$ cat src/rtl/fetch_pc.sv
// fetch_pc: program-counter / fetch sequencing stage.
// Tracks IDLE/RUN/HALT, steps the PC, takes absolute bne jumps through a
// software-loaded branch-target table, and reports pc_valid/done.
// Optional build macro FETCH_BRANCH_CNT_EN adds a saturating taken_cnt port.
module fetch_pc #(
  parameter int unsigned PC_W       = 10,
  parameter int unsigned LUT_W      = 5,
  parameter int unsigned START_ADDR = 0
) (
  input  logic             clk,
  input  logic             reset_n,
  input  logic             start,
  input  logic             stall,
  input  logic             halt_req,
  input  logic             branch_en,
  input  logic             zero_i,
  input  logic [LUT_W-1:0] lut_idx,
  input  logic             lut_wr_en,
  input  logic [LUT_W-1:0] lut_wr_idx,
  input  logic [PC_W-1:0]  lut_wr_data,
  output logic [PC_W-1:0]  pc_o,
  output logic             pc_valid,
  output logic             done
`ifdef FETCH_BRANCH_CNT_EN
  ,
  output logic [15:0]      taken_cnt
`endif
);

  localparam int unsigned    LUT_DEPTH = 1 << LUT_W;
  localparam logic [PC_W-1:0] START_PC = PC_W'(START_ADDR);

  typedef enum logic [1:0] {
    IDLE = 2'd0,
    RUN  = 2'd1,
    HALT = 2'd2
  } state_t;

  state_t          state;
  logic [PC_W-1:0] lut [LUT_DEPTH];
  logic [PC_W-1:0] target;
  logic            taken;
  logic            run_go;

  // Branch target is a combinational table read; bne is taken when ALU flag is set
  always_comb begin
    target = lut[lut_idx];
    taken  = branch_en & zero_i;
    run_go = (state == RUN) & ~stall & ~halt_req;
  end

  // Sequencer: state, PC and the registered pc_valid/done decodes
  always_ff @(posedge clk or negedge reset_n) begin
    if (!reset_n) begin
      state    <= IDLE;
      pc_o     <= START_PC;
      pc_valid <= 1'b0;
      done     <= 1'b0;
    end else begin
      case (state)
        IDLE: begin
          if (start) begin
            state    <= RUN;
            pc_o     <= START_PC;
            pc_valid <= 1'b1;
            done     <= 1'b0;
          end
        end
        RUN: begin
          if (!stall) begin
            if (halt_req) begin
              state    <= HALT;
              pc_valid <= 1'b0;
              done     <= 1'b1;
            end else if (taken) begin
              pc_o <= target;
            end else begin
              pc_o <= pc_o + 1'b1;
            end
          end
        end
        HALT: begin
          if (start) begin
            state    <= RUN;
            pc_o     <= START_PC;
            pc_valid <= 1'b1;
            done     <= 1'b0;
          end
        end
        default: begin
          state    <= IDLE;
          pc_o     <= START_PC;
          pc_valid <= 1'b0;
          done     <= 1'b0;
        end
      endcase
    end
  end

  // Target table: synchronous write in any state; same-cycle reads see the old entry
  always_ff @(posedge clk or negedge reset_n) begin
    if (!reset_n) begin
      for (int unsigned i = 0; i < LUT_DEPTH; i++) begin
        lut[i] <= '0;
      end
    end else if (lut_wr_en) begin
      lut[lut_wr_idx] <= lut_wr_data;
    end
  end

`ifdef FETCH_BRANCH_CNT_EN
  // Taken-branch counter: saturates, cleared whenever execution (re)starts
  always_ff @(posedge clk or negedge reset_n) begin
    if (!reset_n) begin
      taken_cnt <= '0;
    end else if (start && (state != RUN)) begin
      taken_cnt <= '0;
    end else if (run_go && taken && (taken_cnt != '1)) begin
      taken_cnt <= taken_cnt + 1'b1;
    end
  end
`endif

endmodule

$ cat config.mk
export PLATFORM = sky130hd
export DESIGN_NAME = fetch_pc
export DESIGN_NICKNAME = d
export VERILOG_FILES = /design/src/rtl/fetch_pc.sv
export SDC_FILE = /design/constraint.sdc
export NUM_CORES = 1
export LEC_CHECK = 0
export ABC_AREA = 0
export BUFFER_PORTS_ARGS = -buffer_cell sky130_fd_sc_hd__buf_4
export CORE_UTILIZATION = 35
export CTS_BUF_LIST = sky130_fd_sc_hd__clkbuf_4 sky130_fd_sc_hd__clkbuf_8
export CTS_CLUSTER_DIAMETER = 200
export DETAILED_ROUTE_END_ITERATION = 6
export PLACE_DENSITY = 0.53
export SLEW_MARGIN = 20
export SYNTH_ARGS = -nofsm -noshare
export SYNTH_HDL_FRONTEND = slang
export SYNTH_SLANG_ARGS = --single-unit
$ cat constraint.sdc
create_clock -name clk -period 2.77 [get_ports clk]
set_input_delay 0.1385 -clock clk [delete_from_list [all_inputs] [get_ports clk]]
set_output_delay 0.1385 -clock clk [all_outputs]
set_load 0.05 [all_outputs]
==> results of run 1 <==
-- cells in the final DEF, fill, tap and decap left out, drive strengths merged, types with 3 or more instances in the layout --
cell type    Yosys  routed
a211oi           6       6
a21oi            7       7
a221o            4       4
a22o             3       3
a22oi           22      22
and2             3       3
and3             3       3
buf             26      79
clkbuf          45      93
clkinv           0       5
dfrtp          334     334
dlygate4sd3      0       8
mux2           327     327
mux2i           71      71
mux4            48      48
nand2           35      35
nand3           21      21
nand3b           6       6
nor2            32      32
nor2b           10      10
nor3b            7       7
o211ai           3       3
o21ai           11      11
o221ai           5       5
o22ai            3       3
-- worst max-delay path, cell delays in order, from the launching register on --
cell and delay [ns]:
dfrtp_1 0.41, nor4b_1 0.70, nand3_1 0.34, dlygate4sd3_1 0.70, o31ai_1 0.24
-- routing by layer --
metal,GRT usage,routed length (um),vias to the layer above
met5,0,0,-
met1,0.2759,19590,5015
met2,0.3120,19770,238
met3,0.04712,2389,90
li1,-,-,4132
met4,0.06400,1256,0
-- repair_timing --
action,4_1_cts,5_1_grt
hold buffers,8,0
endpoints found under the setup margin,0,0
endpoints found under the hold margin,234,0
gates resized for setup,0,0
-- per-stage QoR --
step           hold WS (ns)  area [um^2]  setup slack [ns]  power [W]
5_1_grt             0.03425        17870           0.06721    0.01378
6_report            0.05765        17870            0.2894    0.01310
4_1_cts            0.004399        17870            0.3271    0.01329
3_5_place_dp         0.1779        16610            0.5424   0.008602
2_1_floorplan       -0.1571        15500            0.7796   0.007837
3_3_place_gp         0.1837        16610            0.5364   0.008538
-- power groups by stage --
stage | Sequential [W] | Combinational [W] | Clock, W
floorplan | 0.00629 | 0.00155 | 0
global placement | 0.00635 | 0.00219 | 0
detailed placement | 0.00637 | 0.00223 | 0
CTS | 0.00629 | 0.00225 | 0.00475
global route | 0.00642 | 0.00240 | 0.00496
finish | 0.00629 | 0.00221 | 0.00459
-- how the worst max path moves through the flow --
stage | cells past startpoint | startpoint | end
final | 4 | state[1] | pc_o[4]
after global placement | 7 | lut_idx[0] | pc_o[5]
after floorplan | 6 | pc_o[0] | pc_o[8]
after CTS | 4 | state[1] | pc_o[4]
after detailed placement | 7 | lut_idx[0] | pc_o[5]
after global routing | 4 | state[1] | pc_o[4]
-- sequential cells by signal, indices dropped and copies added, names as in the netlist --
signal,flops
done,1
lut,320
pc_o,10
pc_valid,1
state,2
-- layout make-up --
class                           instances  area (um^2)
Fill cell                            4085        25490
Sequential cell                       334         8358
Multi-Input combinational cell        661         6807
Clock buffer                           93         1149
Timing Repair Buffer                   87        793.3
Tap cell                              585        732.0
Clock inverter                          5        25.02
Inverter                                1        3.754
-- cell families after synthesis --
kind of cell,after synthesis,share of synthesized area
buffers and inverters,72,0.02163
xor gates and xnor gates,2,0.001130
and+or+nand+nor,132,0.04521
DFF,334,0.5392
adders and majority gates,1,0.0008071
muxes,446,0.3539
AOI/OAI and AO/OA,80,0.03810
==> impl_results.md, run 1 <==
* Crit path time final at roughly 2.5 ns
* CP arrival at 3.02 ns
* Combinational cell fraction of total power at 0.169
* Setup-failing EPs final at 0
* CTS tree: built
* Congestion Overflow GR at 0
* Vias at 9475
* Non-filler cells, final at 1766
* Post-synth EDFFs at 0
* Clock latency on the worst-skew pair at 0.64 ns
* Post-synth ARST share at 1.000
* Num CTS Buffers at 61
* Mapped Area at 15500 um^2
* LEAKAGE at 8.028 nW
* DR vias/cell at between 5 and 6
* CP Class: register to register
* Diodes inserted at 0
* GPL Wtd Cong at between 0.7 and 0.8
* Final ANT Viol Nets at 0
* Post-synthesis sequential area ratio at 0.5392
* R2R cell count at 4
* Register share of total power at 0.481
* Setup TNS at 0 ns
* Cell row count at 76
* Vias in the first global route at 10010
* IO Pins at 40
* Power per cell area at around 730 nW/um^2
* Layout area overhead at 15.27%
* FF-to-FF Start: state[1]
* Slew Limit Fails at 0
* Drt wl/cell at 24.35 um
* P_int at around 0.0096 W
* Pin count of the biggest net entering global routing at 69
* Port bufs at 39
* Synth cell count leaders: dfrtp_1 (334), mux2_2 (325), mux2i_1 (71)
* Hold Crit Endpoint: lut[194]
* Final WL at around 43000 um
* CTS Root Cell: clkbuf_8
* Area of the die at roughly 45000 um^2
* Initial Utilization at 0.3575
* Startpoint Class: register
* Initial antenna violation count at 0
* CTS H-tree lvls at 2
* Yosys warns at 0
* HP Class: input pin to register
* # DRC at 0
* DIE HEIGHT at 212.4 um
* Number of detailed-route iterations in the first pass at 6
* Unrepaired setup endpoints after global routing: no
* Skew final at 0.02916 ns
* Yosys top cell by area: dfrtp_1
* Post-Syn Area per Cell at 14.53 um^2
* Ranking of synthesized cells by area: dfrtp_1 (54%), mux2_2 (24%), mux4_2 (6.5%)
* DP HPWL at 28400 um
* Clock share of power at 0.351
* Netlist cell types at 55
* Core area at 43360 um^2
* Fin nets at 1175
* First-pass GRT wire length at 65760 um
* Placed Cells at 1660
* Switch Pwr at 0.003453 W
* Fin crit share at 0.8955
* Core Util, Final at 0.4121
* Hold Path Depth at 2
* Max Clk Rate at 0.4031 GHz
* Reg-to-Reg End: pc_o[4]
* CP required at 3.31 ns
* Post-CTS Setup Inserts at 0
* Outcome: completed
* Most instantiated library cell after synthesis: dfrtp_1
* CTS max path bufs at 3
* Actual slew at the worst max-slew pin at 0.8811 ns
* Total of max-cap violations at 0
* DIE WIDTH at 212.4 um
* Yosys top cell area share at 0.5392
* CP endpoint kind: register
* Crit-path max FO at 4
* Main synth FF type: dfrtp_1
* Syn nets at 1096
* Slew margin rel. at 0.4120
* Num Clock Sinks at around 330
* Iteration-0 DRC Markers at 765
* Clock transition at the registers of the reported paths at around 0.06 ns
* Hold wc startpoint: lut_wr_data[4]
* Flop2flop setup slack at approximately 0.29 ns
* Worst VDD drop at roughly 0.32 mV
* Final-report hold violation count at 0
* Sw frac at 0.2637
* Flops & latches, synth at approximately 330
* All-Layer GR Usage at 0.2006
* Synth Instances at 1067
* Ratio of cells with drive above 1 in the final layout at 0.4784
Power figures use the tool's default switching activity.
==> run 2, diff against run 1 <==
--- a/config.mk
+++ b/config.mk
@@ -12,6 +12,7 @@
 export CTS_CLUSTER_DIAMETER = 200
 export DETAILED_ROUTE_END_ITERATION = 6
 export PLACE_DENSITY = 0.53
+export RECOVER_POWER = 25
 export SLEW_MARGIN = 20
 export SYNTH_ARGS = -nofsm -noshare
 export SYNTH_HDL_FRONTEND = slang
==> run 2 against run 1 <==
Against the previous run:
- highest routed layer unchanged
- the run now ends with capacitance limit, slew limit left
- sequential share of layout area rose by 0.092 points
- clock skew barely moved
- critical path type unchanged
- clock power barely moved
==> impl_results.md, run 2 (synthesized netlist as in run 1, its figures left out) <==
* DIE HEIGHT at 212.4 um (unchanged)
* CP endpoint kind: register
* Setup ws final at 0.2754 ns (-0.01399 ns)
* Congestion Overflow GR at 0 (unchanged)
* Post_cts resized at 0 (unchanged)
* GPL Wtd Cong at 0.7941 (unchanged)
* Num CTS Buffers at 61 (unchanged)
* Total of max-cap violations at 1 (+1)
* CTS tree: built
* Final WL at 43010 um (about the same)
* CTS max path bufs at 3 (unchanged)
* Setup TNS at 0 ns (unchanged)
* HP Class: input pin to register
* Slew margin rel. at -0.3859 (-0.7979)
* Core area at 43360 um^2 (unchanged)
* Crit-path max FO at 4 (unchanged)
* CP Class: register to register
* Ratio of cells with drive above 1 in the final layout at 0.4716 (-0.006774)
* Pin count of the biggest net entering global routing at 69 (unchanged)
* CP arrival at 3.03 ns (about the same)
* Layout area overhead at 15.05%
* Initial Utilization at 0.3575 (unchanged)
* Drt wl/cell at 24.35 um (about the same)
* Unrepaired setup endpoints after global routing: no
* IO Pins at 40 (unchanged)
* Actual slew at the worst max-slew pin at 2.079 ns (+1.198 ns)
* # DRC at 0 (unchanged)
* Startpoint Class: register
* CP required at 3.31 ns (about the same)
* Initial antenna violation count at 0 (unchanged)
* Fin crit share at 0.9006 (+0.005051)
* Vias at 9481 (+0.063%)
* DP HPWL at 28400 um (unchanged)
* Core Util, Final at 0.4112 (-0.0008080)
* Setup-failing EPs final at 0 (unchanged)
* Iteration-0 DRC Markers at 777 (+1.6%)
* Dpl ws at 0.5424 ns (unchanged)
* Clock latency on the worst-skew pair at 0.64 ns (about the same)
* Fin Hold WS at 0.05415 ns (-0.003498 ns)
* DR vias/cell at 5.369 (about the same)
* Cell row count at 76 (unchanged)
* Clock transition at the registers of the reported paths at 0.06 ns (about the same)
* Final ANT Viol Nets at 0 (unchanged)
* CTS H-tree lvls at 2 (unchanged)
* LEAKAGE at 8.011 nW (-0.22%)
* Power per cell area at 734.2 nW/um^2 (+0.17%)
* Area of the die at 45130 um^2 (unchanged)
* All-Layer GR Usage at 0.2006 (unchanged)
* Vias in the first global route at 10010 (unchanged)
* Crit path time final at 2.495 ns (+0.01399 ns)
* Failing checks: capacitance limit, slew limit
* Number of detailed-route iterations in the first pass at 5 (-1)
* Worst VDD drop at 0.3207 mV (about the same)
* Top Registers: lut x320, pc_o x10, state x2
* Diodes inserted at 0 (unchanged)
* Skew final at 0.02883 ns (-0.0003296 ns)
* Hold Path Depth at 2 (unchanged)
* DIE WIDTH at 212.4 um (unchanged)
* R2R cell count at 4 (unchanged)
* Most frequent cells in the layout: dfrtp_1 (334), mux2_2 (325), clkbuf_8 (72)
* Final-report hold violation count at 0 (unchanged)
* CTS Root Cell: clkbuf_8
* Largest Register: lut
* First-pass GRT wire length at 65760 um (unchanged)
* Max Clk Rate at 0.4009 GHz (-0.56%)
* Slew Limit Fails at 64 (+64)
* Outcome: finished, violations left
* Commonest non-fill, non-tap cell in the layout: dfrtp_1
* Num Clock Sinks at 334 (unchanged)
* Max reg flops at 320 (unchanged)
* Port bufs at 39 (unchanged)
* Fin nets at 1175 (unchanged)
-- run 2: changes by cell type in the layout (fill, tap and decap cells not counted), sizes merged --
cell,previous run,this run
buf,79,74
clkbuf,93,98
-- run 2: where the power goes --
group	total, W	switching, W	leakage [nW]	internal, W
clock network	0.00459	0.00200	0.634	0.00259
logic	0.00221	0.000978	3.10	0.00123
registers	0.00629	0.000472	4.28	0.00582
-- run 2: repair_timing --
item | CTS | global route
setup endpoints to repair | 0 | 0
setup buffers | 0 | 0
hold buffers | 8 | 0
endpoints found under the hold margin | 234 | 0
-- run 2: final timing paths --
check | from | endpoint | slack (ns)
worst max register to register | state[1] | pc_o[4] | 0.28
min in group asynchronous | reset_n | lut[260] | 0.64
worst max-delay path | state[1] | pc_o[4] | 0.28
max in group asynchronous | reset_n | pc_o[9] | 0.79
worst min-delay path | lut_wr_data[4] | lut[194] | 0.05
worst min register to register | lut[194] | lut[194] | 0.49
-- run 2: area by class of cell --
class,count,area (um^2)
multi-input cells,661,6797
repair buffers,87,768.2
flip-flops and latches,334,8358
clock inverters,5,25.02
inverters,1,3.754
clock buffers,93,1149
fillers,4094,25530
well taps,585,732.0
-- run 2: through the flow --
stage / instance area, um^2 / power, W / cells
floorplan: 15500 / 0.007837 / 1067
global placement: 16610 / 0.008538 / 1660
detailed placement: 16610 / 0.008602 / 1660
CTS: 17870 / 0.01329 / 1766
global route: 17830 / 0.01378 / 1766
finish: 17830 / 0.01309 / 1766
-- run 2: critical path: stages, from the launching register on --
cell and delay (ns):
dfrtp_1 0.41, nor4b_1 0.70, nand3_1 0.35, dlygate4sd3_1 0.70, o31ai_1 0.24
-- run 2: routing by layer --
metal / global-route usage / vias to the layer above / share of wire
met3: 0.04712 / 84 / 0.058
li1: - / 4135 / -
met2: 0.3120 / 256 / 0.46
met4: 0.06400 / 0 / 0.029
met5: 0 / - / 0
met1: 0.2759 / 5006 / 0.45
==> run 3, diff against run 2 <==
--- a/config.mk
+++ b/config.mk
@@ -5,11 +5,12 @@
 export SDC_FILE = /design/constraint.sdc
 export NUM_CORES = 1
 export LEC_CHECK = 0
-export ABC_AREA = 0
+export ABC_AREA = 1
 export BUFFER_PORTS_ARGS = -buffer_cell sky130_fd_sc_hd__buf_4
 export CORE_UTILIZATION = 35
 export CTS_BUF_LIST = sky130_fd_sc_hd__clkbuf_4 sky130_fd_sc_hd__clkbuf_8
 export CTS_CLUSTER_DIAMETER = 200
+export CTS_CLUSTER_SIZE = 8
 export DETAILED_ROUTE_END_ITERATION = 6
 export PLACE_DENSITY = 0.53
 export RECOVER_POWER = 25
==> run 3 against run 2 <==
Against the previous run:
- register-to-register slack better by 0.57 ns
- maximum frequency is 27% higher
- synthesized cell count is 87% higher
- global-route usage is 1.7 points higher
- die area is 0.72% higher
- clock skew is 0.0040 ns lower
- sequential power is 2% higher
- flip-flop and latch count stayed put
- setup slack better by 0.53 ns
- the run now ends clean
- via count is 40% higher
- critical path type is now input pin to register
- first-iteration DRC count is 53% higher
- total power is 6.7% lower
==> impl_results.md, run 3 <==
* Flops & latches, synth at 334 (unchanged)
* Area of the die at 45460 um^2 (+0.72%)
* Final ANT Viol Nets at 0 (unchanged)
* Synth cell count leaders: nand2_1 (778), dfrtp_1 (334), o21ai_0 (264)
* CP Class: input pin to register
* Ratio of cells with drive above 1 in the final layout at 0.07839 (-0.3932)
* Initial Utilization at 0.3538 (-0.003631)
* Outcome: completed
* Clock latency on the worst-skew pair at 0.63 ns (about the same)
* Main combinational cell family by area after synthesis: simple AND/OR/NAND/NOR gates
* Initial antenna violation count at 0 (unchanged)
* Final-report hold violation count at 0 (unchanged)
* Fin crit share at 0.7085 (-0.1920)
* Most frequent cells in the layout: nand2_1 (778), dfrtp_1 (334), o21ai_0 (264)
* Slew margin rel. at 0.1304 (+0.5163)
* Setup-failing EPs final at 0 (unchanged)
* CTS max path bufs at 3 (unchanged)
* Commonest non-fill, non-tap cell in the layout: nand2_1
* Post-Syn Area per Cell at 7.818 um^2 (-46%)
* Yosys top cell by area: dfrtp_1
* Pin count of the biggest net entering global routing at 161 (+130%)
* Final instance area at 17120 um^2 (-4.0%)
* GPL Wtd Cong at 0.8978 (+13%)
* Ranking of synthesized cells by area: dfrtp_1 (54%), nand2_1 (19%), o21ai_0 (8.5%)
* Actual slew at the worst max-slew pin at 1.304 ns (-0.7744 ns)
* Adder-Cell Fraction of Synth Area at 0.0008014 (-0.000005822)
* Iteration-0 DRC Markers at 1185 (+53%)
* Yosys top cell area share at 0.5353 (-0.003889)
* IO Pins at 40 (unchanged)
* Num CTS Buffers at 47 (-23%)
* Unrepaired setup endpoints after global routing: no
* Drt wl/cell at 18.50 um (-24%)
* Post-synth EDFFs at 0 (unchanged)
* Post-synthesis sequential area ratio at 0.5353 (-0.003889)
* Slew Limit Fails at 0 (-100%)
* CTS tree: built
* Fin nets at 2017 (+72%)
* Power per cell area at 713.4 nW/um^2 (-2.8%)
* Setup TNS at 0 ns (unchanged)
* DIE WIDTH at 213.2 um (+0.36%)
* Placed Cells at 2523 (+52%)
* CTS Root Cell: clkbuf_8
* Worst VDD drop at 0.3257 mV (+1.5%)
* # DRC at 0 (unchanged)
* Yosys warns at 0 (unchanged)
* Clock transition at the registers of the reported paths at 0.06 ns (about the same)
* DIE HEIGHT at 213.2 um (+0.36%)
* Skew final at 0.02484 ns (-0.003995 ns)
* Post-synth ARST share at 1.000 (unchanged)
* Dpl ws at 0.7648 ns (+0.2224 ns)
* DR vias/cell at 5.145 (-4.2%)
* Main synth FF type: dfrtp_1
* All-Layer GR Usage at 0.2174 (+0.01682)
* Synth Instances at 1997 (+87%)
* Non-filler cells, final at 2582 (+46%)
* Syn nets at 2026 (+85%)
* HP Class: input pin to register
* Fin Hold WS at 0.05354 ns (-0.0006128 ns)
* Vias in the first global route at 12670 (+27%)
* Core area at 44120 um^2 (+1.8%)
* Netlist cell types at 27 (-51%)
* Crit path time final at 1.963 ns (-0.5320 ns)
* Area share of and/or/nand/nor cells after synthesis at 0.2912 (+0.2460)
* Most instantiated library cell after synthesis: nand2_1
* Congestion Overflow GR at 0 (unchanged)
* Post-CTS Setup Inserts at 0 (unchanged)
* First-pass GRT wire length at 75470 um (+15%)
* Cell row count at 77 (+1.3%)
* Num Clock Sinks at 334 (unchanged)
* Dpl cell area at 16400 um^2 (-1.3%)
* Startpoint Class: input pin
* Mapped Area at 15610 um^2 (+0.73%)
* Crit-path max FO at 19 (+15)
* Final WL at 47760 um (+11%)
* Top Registers: lut x320, pc_o x10, state x2
* LEAKAGE at 8.057 nW (+0.58%)
* Setup ws final at 0.8073 ns (+0.5320 ns)
* CP required at 3.23 ns (-0.08 ns)
* CP endpoint kind: register
* Max Clk Rate at 0.5095 GHz (+27%)
* Multiplexer share of the synthesized area at 0 (-0.3539)
* Max reg flops at 320 (unchanged)
* Total of max-cap violations at 0 (-1)
* Vias at 13280 (+40%)
* Compound-Gate Fraction of Synth Area at 0.1117 (+0.07362)
* DP HPWL at 28950 um (+1.9%)
* Layout area overhead at 9.641%
* Port bufs at 39 (unchanged)
* Diodes inserted at 0 (unchanged)
* CTS H-tree lvls at 2 (unchanged)
* CP arrival at 2.43 ns (-0.60 ns)
* Largest Register: lut
* Number of detailed-route iterations in the first pass at 6 (+1)
* Fraction of synthesized cell area in xor and xnor cells at 0.0005610 (-0.0005691)
## run 3: cell types whose count changed in the layout (fill, tap and decap cells not counted), sizes merged, moves of 44 or more
cell,previous run,this run
a21oi,7,61
mux4,48,0
inv,1,45
nand3,21,247
mux2i,71,0
mux2,327,0
o21ai,11,283
clkbuf,98,54
nand2,35,778
## run 3: metal layers
metal	routed length [um]	GRT usage
met1	22440	0.3122
met2	21250	0.3338
met3	2773	0.03309
met4	1293	0.07291
met5	0	0
## run 3: timing repair
action / in CTS / in global routing
gates resized for setup: 0 / 0
setup endpoints to repair: 0 / 0
hold buffers: 8 / 0
endpoints found under the hold margin: 87 / 0
## run 3: cells by family after synthesis
family                   after synthesis
XOR/XNOR                               1
adder cells (fa/ha/maj)                1
flip-flops                           334
AND/OR/NAND/NOR                     1109
buffers and inverters                205
AO/OA/AOI/OAI                        347
## run 3: critical path: stages
cell and delay (ns):
dlygate4sd3_1 0.54, buf_4 0.16, nor3_1 0.48, dlygate4sd3_1 0.68, nand2_1 0.08, buf_4 0.20, nand2_1 0.06, o21ai_0 0.07
## run 3: final timing paths
path,start,end,slack (ns),depth (start not counted)
hold / removal,lut_idx[3],pc_o[0],0.05,5
setup / recovery,lut_wr_idx[2],lut[315],0.81,8
min in group asynchronous,reset_n,lut[124],0.10,2
hold reg to reg,lut[70],lut[70],0.48,2
max in group asynchronous,reset_n,lut[174],0.88,3
setup reg to reg,pc_o[0],pc_o[8],0.85,8
## run 3: through the flow
stage / total power, W / util
final: 0.01221 / 0.3879
after global routing: 0.01298 / 0.3879
after CTS: 0.01237 / 0.3891
after detailed placement: 0.008893 / 0.3717
after global placement: 0.008831 / 0.3717
after floorplan: 0.008029 / -
## run 3: area by class of cell
type                    count  area (um^2)
fillers                  4668        27010
flip-flops and latches    334         8358
multi-input cells        1458         6312
repair buffers            103        848.3
well taps                 592        740.7
clock buffers              49        674.4
inverters                  44        167.7
clock inverters             2        16.27
## run 3: where the power goes
part           switching [W]  total, W  internal [W]
sequential          0.000567   0.00641       0.00584
combinational        0.00154   0.00241      0.000874
clock                0.00182   0.00339       0.00157
total                0.00393    0.0122       0.00829
